$ cat src/rtl/melody_tone_sequencer_if.sv
// Control/status bundle between the push-button logic, the melody sequencer and the buzzer pin.
// The master drives start/stop pulses and observes tone and progress outputs.
interface melody_tone_sequencer_if;
    logic       start;
    logic       stop;
    logic       buzzer;
    logic       busy;
    logic [2:0] note_idx;
    logic       done;

    modport master (
        output start,
        output stop,
        input  buzzer,
        input  busy,
        input  note_idx,
        input  done
    );

    modport slave (
        input  start,
        input  stop,
        output buzzer,
        output busy,
        output note_idx,
        output done
    );
endinterface

$ cat src/rtl/melody_tone_sequencer.sv
// Plays an 8-note scale on the buzzer: a note ROM sets a square-wave divider,
// and a duration timer steps through the notes with a silent gap after each one.
//
// state  | meaning
// IDLE   | silent, waiting for a start pulse
// PLAY   | current note sounding for beats*BEAT_CYCLES clks
// GAP    | articulation silence for GAP_CYCLES clks
// DONE   | one-clk completion pulse, then back to IDLE
module melody_tone_sequencer #(
    parameter int BEAT_CYCLES = 12_500_000,
    parameter int GAP_CYCLES  = 1_250_000,
    parameter int DIV_SHIFT   = 0
) (
    input  logic                     clk_50MHz,
    input  logic                     reset,
    melody_tone_sequencer_if.slave   bus
);

    localparam int DUR_MAX = (2 * BEAT_CYCLES > GAP_CYCLES) ? 2 * BEAT_CYCLES : GAP_CYCLES;
    localparam int DUR_W   = $clog2(DUR_MAX + 1);

    typedef enum logic [1:0] {
        S_IDLE = 2'd0,
        S_PLAY = 2'd1,
        S_GAP  = 2'd2,
        S_DONE = 2'd3
    } state_t;

    state_t           r_state;
    logic [16:0]      r_tone;
    logic [DUR_W-1:0] r_dur;
    logic [2:0]       r_note_idx;
    logic             r_buzzer;
    logic             r_busy;
    logic             r_done;

    logic [16:0]      w_rom_n;
    logic [1:0]       w_rom_beats;
    logic [16:0]      w_tone_n;
    logic [DUR_W-1:0] w_play_tc;
    logic [DUR_W-1:0] w_gap_tc;

    always_comb begin
        w_rom_n     = 17'd0;
        w_rom_beats = 2'd1;
        case (r_note_idx)
            3'd0: begin w_rom_n = 17'd95554; w_rom_beats = 2'd1; end
            3'd1: begin w_rom_n = 17'd85131; w_rom_beats = 2'd1; end
            3'd2: begin w_rom_n = 17'd75841; w_rom_beats = 2'd1; end
            3'd3: begin w_rom_n = 17'd71585; w_rom_beats = 2'd1; end
            3'd4: begin w_rom_n = 17'd63775; w_rom_beats = 2'd1; end
            3'd5: begin w_rom_n = 17'd56817; w_rom_beats = 2'd1; end
            3'd6: begin w_rom_n = 17'd50619; w_rom_beats = 2'd1; end
            3'd7: begin w_rom_n = 17'd47777; w_rom_beats = 2'd2; end
            default: begin w_rom_n = 17'd0; w_rom_beats = 2'd1; end
        endcase
    end

    assign w_tone_n  = w_rom_n >> DIV_SHIFT;
    assign w_play_tc = (w_rom_beats == 2'd2) ? DUR_W'(2 * BEAT_CYCLES - 1) : DUR_W'(BEAT_CYCLES - 1);
    assign w_gap_tc  = DUR_W'(GAP_CYCLES - 1);

    always_ff @(posedge clk_50MHz or posedge reset) begin
        if (reset) begin
            r_state    <= S_IDLE;
            r_tone     <= 17'd0;
            r_dur      <= '0;
            r_note_idx <= 3'd0;
            r_buzzer   <= 1'b0;
            r_busy     <= 1'b0;
            r_done     <= 1'b0;
        end else begin
            r_done <= 1'b0;
            // stop outranks everything, including a simultaneous start
            if (bus.stop) begin
                r_state    <= S_IDLE;
                r_tone     <= 17'd0;
                r_dur      <= '0;
                r_note_idx <= 3'd0;
                r_buzzer   <= 1'b0;
                r_busy     <= 1'b0;
            end else begin
                case (r_state)
                    S_IDLE: begin
                        if (bus.start) begin
                            r_state    <= S_PLAY;
                            r_busy     <= 1'b1;
                            r_note_idx <= 3'd0;
                            r_tone     <= 17'd0;
                            r_dur      <= '0;
                            r_buzzer   <= 1'b0;
                        end
                    end
                    S_PLAY: begin
                        if (r_dur == w_play_tc) begin
                            r_state  <= S_GAP;
                            r_dur    <= '0;
                            r_tone   <= 17'd0;
                            r_buzzer <= 1'b0;
                        end else begin
                            r_dur <= r_dur + DUR_W'(1);
                            if (w_tone_n == 17'd0) begin
                                r_tone   <= 17'd0;
                                r_buzzer <= 1'b0;
                            end else if (r_tone == w_tone_n) begin
                                r_tone   <= 17'd0;
                                r_buzzer <= ~r_buzzer;
                            end else begin
                                r_tone <= r_tone + 17'd1;
                            end
                        end
                    end
                    S_GAP: begin
                        r_buzzer <= 1'b0;
                        r_tone   <= 17'd0;
                        if (r_dur == w_gap_tc) begin
                            r_dur <= '0;
                            if (r_note_idx == 3'd7) begin
                                r_state <= S_DONE;
                                r_done  <= 1'b1;
                            end else begin
                                r_state    <= S_PLAY;
                                r_note_idx <= r_note_idx + 3'd1;
                            end
                        end else begin
                            r_dur <= r_dur + DUR_W'(1);
                        end
                    end
                    S_DONE: begin
                        r_state    <= S_IDLE;
                        r_busy     <= 1'b0;
                        r_note_idx <= 3'd0;
                    end
                    default: begin
                        r_state <= S_IDLE;
                        r_busy  <= 1'b0;
                    end
                endcase
            end
        end
    end

    assign bus.buzzer   = r_buzzer;
    assign bus.busy     = r_busy;
    assign bus.note_idx = r_note_idx;
    assign bus.done     = r_done;

endmodule
$ cat src/flat_wrapper.sv
// flat-port wrapper written by rule: the top's interface ports become plain ports
module melody_tone_sequencer_flat 
#(
    parameter int BEAT_CYCLES = 12_500_000,
    parameter int GAP_CYCLES  = 1_250_000,
    parameter int DIV_SHIFT   = 0
)
  (clk_50MHz, reset, bus_start, bus_stop, bus_buzzer, bus_busy, bus_note_idx, bus_done);
  melody_tone_sequencer_if bus_i ();
  input  logic clk_50MHz;
  input  logic reset;
  input wire logic [$bits(bus_i.start)-1:0] bus_start;
  input wire logic [$bits(bus_i.stop)-1:0] bus_stop;
  output wire logic [$bits(bus_i.buzzer)-1:0] bus_buzzer;
  output wire logic [$bits(bus_i.busy)-1:0] bus_busy;
  output wire logic [$bits(bus_i.note_idx)-1:0] bus_note_idx;
  output wire logic [$bits(bus_i.done)-1:0] bus_done;
  assign bus_i.start = bus_start;
  assign bus_i.stop = bus_stop;
  assign bus_buzzer = bus_i.buzzer;
  assign bus_busy = bus_i.busy;
  assign bus_note_idx = bus_i.note_idx;
  assign bus_done = bus_i.done;
  melody_tone_sequencer #(.BEAT_CYCLES(BEAT_CYCLES), .GAP_CYCLES(GAP_CYCLES), .DIV_SHIFT(DIV_SHIFT)) u_core (.clk_50MHz(clk_50MHz), .reset(reset), .bus(bus_i));
endmodule
$ cat config.mk
export PLATFORM = sky130hd
export DESIGN_NAME = melody_tone_sequencer_flat
export DESIGN_NICKNAME = d
export VERILOG_FILES = /design/src/rtl/melody_tone_sequencer_if.sv /design/src/rtl/melody_tone_sequencer.sv /design/src/flat_wrapper.sv
export SDC_FILE = /design/constraint.sdc
export NUM_CORES = 1
export LEC_CHECK = 0
export ABC_AREA = 1
export CAP_MARGIN = 20
export CELL_PAD_IN_SITES_DETAIL_PLACEMENT = 2
export CELL_PAD_IN_SITES_GLOBAL_PLACEMENT = 2
export CORE_ASPECT_RATIO = 0.8
export CORE_MARGIN = 4
export CORE_UTILIZATION = 37
export DETAILED_ROUTE_END_ITERATION = 16
export PLACE_DENSITY = 0.78
export SYNTH_ARGS = -nofsm -noshare
export SYNTH_HDL_FRONTEND = slang
export SYNTH_SLANG_ARGS = --single-unit
$ cat constraint.sdc
create_clock -name clk_50MHz -period 2.8 [get_ports clk_50MHz]
set_clock_uncertainty 0.15 [all_clocks]
set_input_delay 0.28 -clock clk_50MHz [delete_from_list [all_inputs] [get_ports clk_50MHz]]
set_output_delay 0.28 -clock clk_50MHz [all_outputs]
set_load 0.03 [all_outputs]
# Word-level counts from Yosys, hierarchy flattened

Memory sizes are Yosys's and may differ from the RTL's.
Cells that the tools add are included.

Add/subtract/negate cells: 3
Equal/unequal tests: 13
Muxes and demuxes: 36
Bitwise gates (word level): 1
Reductions and logical operators: 10

Operators by type and width:

| operator              | count |
|---|---|
| $mux 25               | 5 |
| $mux 17               | 5 |
| $pmux 25 s3           | 1 |
| $pmux 17 s3           | 1 |
| $add 25x1->25 const B | 1 |
| $eq 25x21->1 const B  | 1 |
| $eq 25x25->1          | 1 |
| $add 17x1->17 const B | 1 |
| $eq 17x17->1          | 1 |
| $logic_not 17->1      | 1 |
| $mux 3                | 4 |
| $mux 1                | 11 |
| $mux 2                | 5 |
| $pmux 3 s3            | 1 |
| $pmux 2 s4            | 1 |
| $reduce_bool 4->1     | 2 |
| $eq 2x2->1 const B    | 3 |
| $ne 3x2->1 const B    | 2 |
| $ne 3x3->1 const B    | 2 |
| $reduce_and 3->1      | 2 |
| $ne 5x2->1 const B    | 1 |
| $reduce_and 2->1      | 2 |
| $reduce_and 4->1      | 1 |
| $add 3x1->3 const B   | 1 |
| 7 further kinds       | 7 |

Register bits after elaboration: 50
Bits in read-only memories: 152
Bits of input ports: 4
Output and inout bits: 6
Logic and storage cells: 71
Memories kept: 1

Memory list:

| memory          | words | bits a word | rd ports | clocked after memory_dff | write ports | RTL line                    | source |
|---|---|---|---|---|---|---|---|
| (no name shown) | 8     | 19          | 1        | 0                        | 0           | melody_tone_sequencer.sv:46 | `case (r_note_idx)` |

# Logic depth before layout (Yosys ltp)

Gate-level depths: netlist (run 1).
An unclocked memory read counts as a cell.

Depth after elaboration: 7
Gate-level depth with buffers: 15
Mapped depth without buffers: 15

# Least setup slack after synthesis (run 1)

Ideal clock, no wire load.

Kind: register to register
From: register u_core.r_note_idx[0] (netlist: u_core.bus.note_idx[0])
To: register u_core.r_tone[10]
Setup time: 0.127 ns
Data arrival time: 1.979 ns
Required time: 2.523 ns
Setup slack: 0.544 ns
Cell stages (with the launch flop): 14
Path buffers: 1
Period minus slack after synthesis: 2.256 ns
Cell sequence: dfrtp_1 -> inv_2 -> ha_1 -> nand2_1 -> nand2_1 -> nand2_1 -> nand2_1 -> nor2_1 -> nand2_1 -> nor2_2 -> nand3_2 -> nand2_4 -> buf_8 -> a21oi_2

Longest elaborated chain between the ends: 7
Elaborated cells on any way between the ends: 11
Classes of those cells: eq/ne (3); mux (6); reduce/logical (1); memory (1)

Ends and longest elaborated chain:

| what                                       | RTL line                                                  | source |
|---|---|---|
| from (decl)                                | melody_tone_sequencer.sv:32                               | `logic [2:0] r_note_idx;` |
| from (signal assigned)                     | melody_tone_sequencer.sv:123                              | `r_note_idx <= r_note_idx + 3'd1;` |
| $mem_v2 8x19 *                             | n/a                                                       |  |
| $eq 2x2->1 or $eq 17x17->1 (tied branches) | melody_tone_sequencer.sv:60, melody_tone_sequencer.sv:105 |  |
| $mux 25 or $mux 17 (tied branches)         | melody_tone_sequencer.sv:60, melody_tone_sequencer.sv:105 |  |
| $eq 25x25->1 or $mux 17 (tied branches)    | melody_tone_sequencer.sv:95, melody_tone_sequencer.sv:102 |  |
| $mux 17 *                                  | melody_tone_sequencer.sv:95                               | `if (r_dur == w_play_tc) begin` |
| $pmux 17 s3 *                              | melody_tone_sequencer.sv:83                               | `case (r_state)` |
| $mux 17 *                                  | melody_tone_sequencer.sv:75                               | `if (bus.stop) begin` |
| to (signal assigned)                       | melody_tone_sequencer.sv:109                              | `r_tone <= r_tone + 17'd1;` |
| to (decl)                                  | melody_tone_sequencer.sv:30                               | `logic [16:0] r_tone;` |

Mark *: on every way between the ends. The rest lies on a longest branch, timed or not.
A chain may end at the register's enable or synchronous reset.

# Worst setup path in the final report (run 1)

From: register u_core.r_note_idx[0] (netlist: u_core.bus.note_idx[0])
To: register u_core.r_buzzer (netlist: u_core.bus.buzzer)

Longest elaborated chain between the ends: 7
Elaborated cells on any way between the ends: 12
Classes of those cells: eq/ne (4); mux (5); reduce/logical (2); memory (1)

Ends and longest elaborated chain:

| what                 | RTL line                     | source |
|---|---|---|
| $mem_v2 8x19 *       | n/a                          |  |
| $eq 2x2->1           | melody_tone_sequencer.sv:60  | `assign w_play_tc = (w_rom_beats == 2'd2) ? DUR_W'(2 * BEAT_CYCLES - 1) : DUR_W'(BEAT_CYCLES - 1);` |
| $mux 25              | melody_tone_sequencer.sv:60  |  |
| $eq 25x25->1         | melody_tone_sequencer.sv:95  |  |
| $mux 1               | melody_tone_sequencer.sv:95  |  |
| $pmux 1 s3           | melody_tone_sequencer.sv:83  |  |
| $mux 1               | melody_tone_sequencer.sv:75  |  |
| to (signal assigned) | melody_tone_sequencer.sv:107 | `r_buzzer <= ~r_buzzer;` |
| to (decl)            | melody_tone_sequencer.sv:33  | `logic r_buzzer;` |

Marked as above.

==> impl_metrics.json, run 1 <==
{
  "critPathLaunchType": "flip-flop",
  "floorplan.die_area_um2": 11900,
  "core_region_area_um2": 9810,
  "arr_time_crit_path_ns": 2.62,
  "synth_seq_area_share_pct": 33.1,
  "die_x_um": 121,
  "placementRows": 32,
  "finalCritPeriodShare_pct": 92.0,
  "final-max-slew-violation-count": 0,
  "clk_network_pwr_share_pct": 28.6,
  "yosysWarnings": 0,
  "run_status": "finished, final reports clean",
  "root_buffer": "sky130_fd_sc_hd__clkbuf_16",
  "postLayoutSetupSlackWorst_ns": 0.223,
  "worst-slew-pin-transition_ns": 0.718,
  "detail_route.first_pass.iterations": 4,
  "hold_crit_class": "input port to async pin",
  "post_drt_via_cell_ratio": 5.26,
  "critical_path.most_common_cell": "sky130_fd_sc_hd__nand2_1",
  "max_stage_delay_on_crit_path_ns": 0.51,
  "synth_seq_cells": 50,
  "maximum_number_of_pins_on_one_net_before_global_route_repair": 51,
  "p_seq_share_pct": 36.9,
  "p_int_mw": 1.33,
  "place_ws_ns": 0.185,
  "setup.worst_path.class": "flip-flop to flip-flop",
  "power.share.combinational_pct": 34.5,
  "grt_remaining_overflow": 0,
  "netlist_top_cells_area": "sky130_fd_sc_hd__dfrtp_1, sky130_fd_sc_hd__nand2_1, sky130_fd_sc_hd__inv_1",
  "clock_sink_count": 50,
  "n_antenna_cell": 0,
  "syn-cell-area_um2": 3780,
  "stdcell_count": 657,
  "power_density_nw_per_um2": 538,
  "finalNetCount": 537,
  "finalWorstPathRequiredPeriod_ns": 2.58,
  "standard_cell_with_the_maximum_stage_delay_on_the_critical_path": "sky130_fd_sc_hd__dfrtp_1",
  "finalHoldViolations": 0,
  "area_share_of_the_leading_cell_type_in_the_synthesized_netlist_pct": 33.1,
  "critical_path.endpoint_type": "flip-flop",
  "drt_wl_total_um": 12900,
  "fmaxAchievable_ghz": 0.388,
  "start_util_pct": 38.5,
  "clk_path_buf_depth": 2,
  "post-place-cells": 649,
  "post-synth-top-area-cell": "sky130_fd_sc_hd__dfrtp_1",
  "port_buffers": 9,
  "syn-num-nets": 523,
  "mean_cell_area_of_the_mapped_netlist_um2": 7.46,
  "pin_count": 10,
  "postCtsSetupRepairBufs": 0,
  "drt_iter0_markers": 204,
  "p_switching_mw": 0.907,
  "detail_route.drc_violations": 0,
  "numCtsBuffers": 5,
  "clock_tree_from_tritoncts": "yes",
  "ff2ff_setup_slack_ns": 0.22,
  "setup_repair_after_global_routing_missed_its_margin": "no",
  "post_cts_hold_buffer_count": 0,
  "irDropWorstVdd_mv": 0.365,
  "slew-limit-headroom_pct": 52.1,
  "clkLatencyLatePin_ns": 0.30,
  "report.final.setup_viol": 0,
  "worstPathMaxFanout": 19,
  "power_leakage_nw": 1.67,
  "cts_max_level": 2,
  "post_synth_inst_count": 506,
  "setup_tns_ns": 0,
  "drive_above_1_share_pct": 14.2,
  "globalRouteTotalUtil_pct": 22.8,
  "via_count": 3456,
  "timing.critical_path.required_ns": 2.84,
  "die_height_um": 98.4,
  "path_clk_slew_ns": 0.07,
  "cts.repair.resized": 0,
  "first_global_vias": 3710,
  "layout-area-overhead-vs-synth_pct": 10.1,
  "postLayoutCellArea_um2": 4160,
  "synthDistinctLibCells": 32,
  "power_switching_share_pct": 40.5,
  "antenna_left": 0,
  "crit_chain": "inv_2 -> ha_1 -> inv_1 -> nand2_1 -> nand3_1 -> nand2_1 -> nor2_1 -> nand2_1 -> nor2_2 -> nand3_2 -> nand2_8 -> nand2_1 -> nand2_1 -> nand2_1",
  "placement.cell_area_um2": 4000,
  "grt_first_pass_wirelength_um": 21100,
  "hpwl_um": 10000,
  "grt_antenna_before_repair": 0,
  "drv_cap": 0,
  "avg_wl_per_cell_um": 19.6,
  "totalPowerFinal_mw": 2.24,
  "gpl.final_weighted_congestion": 0.874
}
[stage by stage]
step           hold WS, ns  utilization [%]
2_1_floorplan        0.341                -
3_3_place_gp         0.364             40.8
3_5_place_dp         0.366             40.8
4_1_cts              0.381             42.3
5_1_grt              0.431             42.4
6_report             0.347             42.4
[cell usage in the layout (no fill, tap or decap), types with 4 or more instances in the layout]
master                              n
sky130_fd_sc_hd__a21oi_1            5
sky130_fd_sc_hd__a21oi_2           11
sky130_fd_sc_hd__buf_4              9
sky130_fd_sc_hd__clkbuf_16          5
sky130_fd_sc_hd__clkdlybuf4s50_1    9
sky130_fd_sc_hd__dfrtp_1           50
sky130_fd_sc_hd__ha_1              13
sky130_fd_sc_hd__inv_1             67
sky130_fd_sc_hd__inv_2              4
sky130_fd_sc_hd__nand2_1          131
sky130_fd_sc_hd__nand2_2            7
sky130_fd_sc_hd__nand3_1           35
sky130_fd_sc_hd__nand3_2            5
sky130_fd_sc_hd__nand4_1           10
sky130_fd_sc_hd__nor2_1            50
sky130_fd_sc_hd__nor2_2             4
sky130_fd_sc_hd__nor3_1            17
sky130_fd_sc_hd__nor3_2             4
sky130_fd_sc_hd__o21ai_0           16
sky130_fd_sc_hd__o22ai_2           20
sky130_fd_sc_hd__xor2_1            29
[logic make-up (layout without fill, tap and decap cells)]
group                      Yosys count  count (layout)  synth area share, %
DFF                                 50              50                 33.1
adders and majority gates           13              13                 4.31
AOI/OAI and AO/OA                   59              59                 13.1
and+or+nand+nor                    269             269                 32.1
xor gates and xnor gates            32              32                 7.42
buffers and inverters               83              98                 9.91
[registers in the layout, summed over array words and instances (netlist names)]
| register | count |
|---|---|
| u_core.r_dur | 25 |
| u_core.bus.busy | 1 |
| u_core.bus.done | 1 |
| u_core.r_state | 2 |
| u_core.bus.buzzer | 1 |
| u_core.r_tone | 17 |
| u_core.bus.note_idx | 3 |
[worst paths after layout]
check | to | from | depth (start not counted)
setup / recovery | u_core.bus.buzzer | u_core.bus.note_idx[0] | 14
hold / removal | u_core.r_dur[23] | reset | 3
setup reg to reg | u_core.bus.buzzer | u_core.bus.note_idx[0] | 14
hold reg to reg | u_core.bus.buzzer | u_core.bus.buzzer | 2
max in group asynchronous | u_core.r_dur[19] | reset | 3
min in group clk_50MHz | u_core.bus.buzzer | u_core.bus.buzzer | 2
[cell usage after synthesis]
master / number
sky130_fd_sc_hd__nand4_1: 10
sky130_fd_sc_hd__a21oi_2: 11
sky130_fd_sc_hd__nor4b_1: 1
sky130_fd_sc_hd__nor3_2: 4
sky130_fd_sc_hd__a21oi_1: 5
sky130_fd_sc_hd__inv_2: 2
sky130_fd_sc_hd__nor4_1: 1
sky130_fd_sc_hd__inv_1: 69
sky130_fd_sc_hd__nand2_4: 2
sky130_fd_sc_hd__nand3_1: 35
sky130_fd_sc_hd__nor2_1: 50
sky130_fd_sc_hd__o22ai_2: 20
sky130_fd_sc_hd__xor2_1: 29
sky130_fd_sc_hd__nand3_2: 5
sky130_fd_sc_hd__ha_1: 13
sky130_fd_sc_hd__buf_6: 5
sky130_fd_sc_hd__o21ai_1: 3
sky130_fd_sc_hd__buf_8: 1
sky130_fd_sc_hd__nand2_1: 131
sky130_fd_sc_hd__o22ai_1: 2
sky130_fd_sc_hd__nand2_2: 7
sky130_fd_sc_hd__nor3_1: 17
sky130_fd_sc_hd__a22oi_1: 1
sky130_fd_sc_hd__dfrtp_1: 50
sky130_fd_sc_hd__buf_4: 2
sky130_fd_sc_hd__buf_2: 3
sky130_fd_sc_hd__nand3b_1: 2
sky130_fd_sc_hd__xnor2_1: 3
sky130_fd_sc_hd__o21ai_0: 16
sky130_fd_sc_hd__inv_4: 1
sky130_fd_sc_hd__nor2_2: 4
sky130_fd_sc_hd__o211ai_1: 1
[final cells by class]
type | instances | area [um^2]
Clock buffer | 7 | 143
Clock inverter | 1 | 5.00
Fill cell | 1165 | 5650
Inverter | 72 | 273
Multi-Input combinational cell | 373 | 2160
Sequential cell | 50 | 1250
Tap cell | 136 | 170
Timing Repair Buffer | 18 | 158
[power groups by stage]
stage	Combinational [mW]	Clock, mW	Sequential [mW]
after global routing	0.846	0.691	0.836
final	0.771	0.639	0.827
after CTS	0.770	0.659	0.826
after floorplan	0.518	0	0.859
after detailed placement	0.763	0	0.838
after global placement	0.729	0	0.833
[routing by layer]
layer / track usage [%] / part of all wire, % / up-vias
met5: 0 / 0 / -
met4: 3.66 / 0.71 / 0
met3: 2.84 / 3.7 / 8
met2: 32.3 / 41 / 56
met1: 36.9 / 55 / 1741
li1: - / - / 1651
[worst max-delay path, delay by kind of cell, from the launching register on]
kind                     cells  cell delay [ns]
AND/OR/NAND/NOR             11             1.22
flip-flops                   1             0.51
adder cells (fa/ha/maj)      1             0.38
buffers and inverters        2             0.20
Note: power is estimated with default switching activity, not from simulation.
==> inputs of run 2 (changes only) <==
- CTS_CLUSTER_SIZE: default -> 10
==> results of run 2 <==
The final DEF is identical to that of run 1; final timing and power are the same.
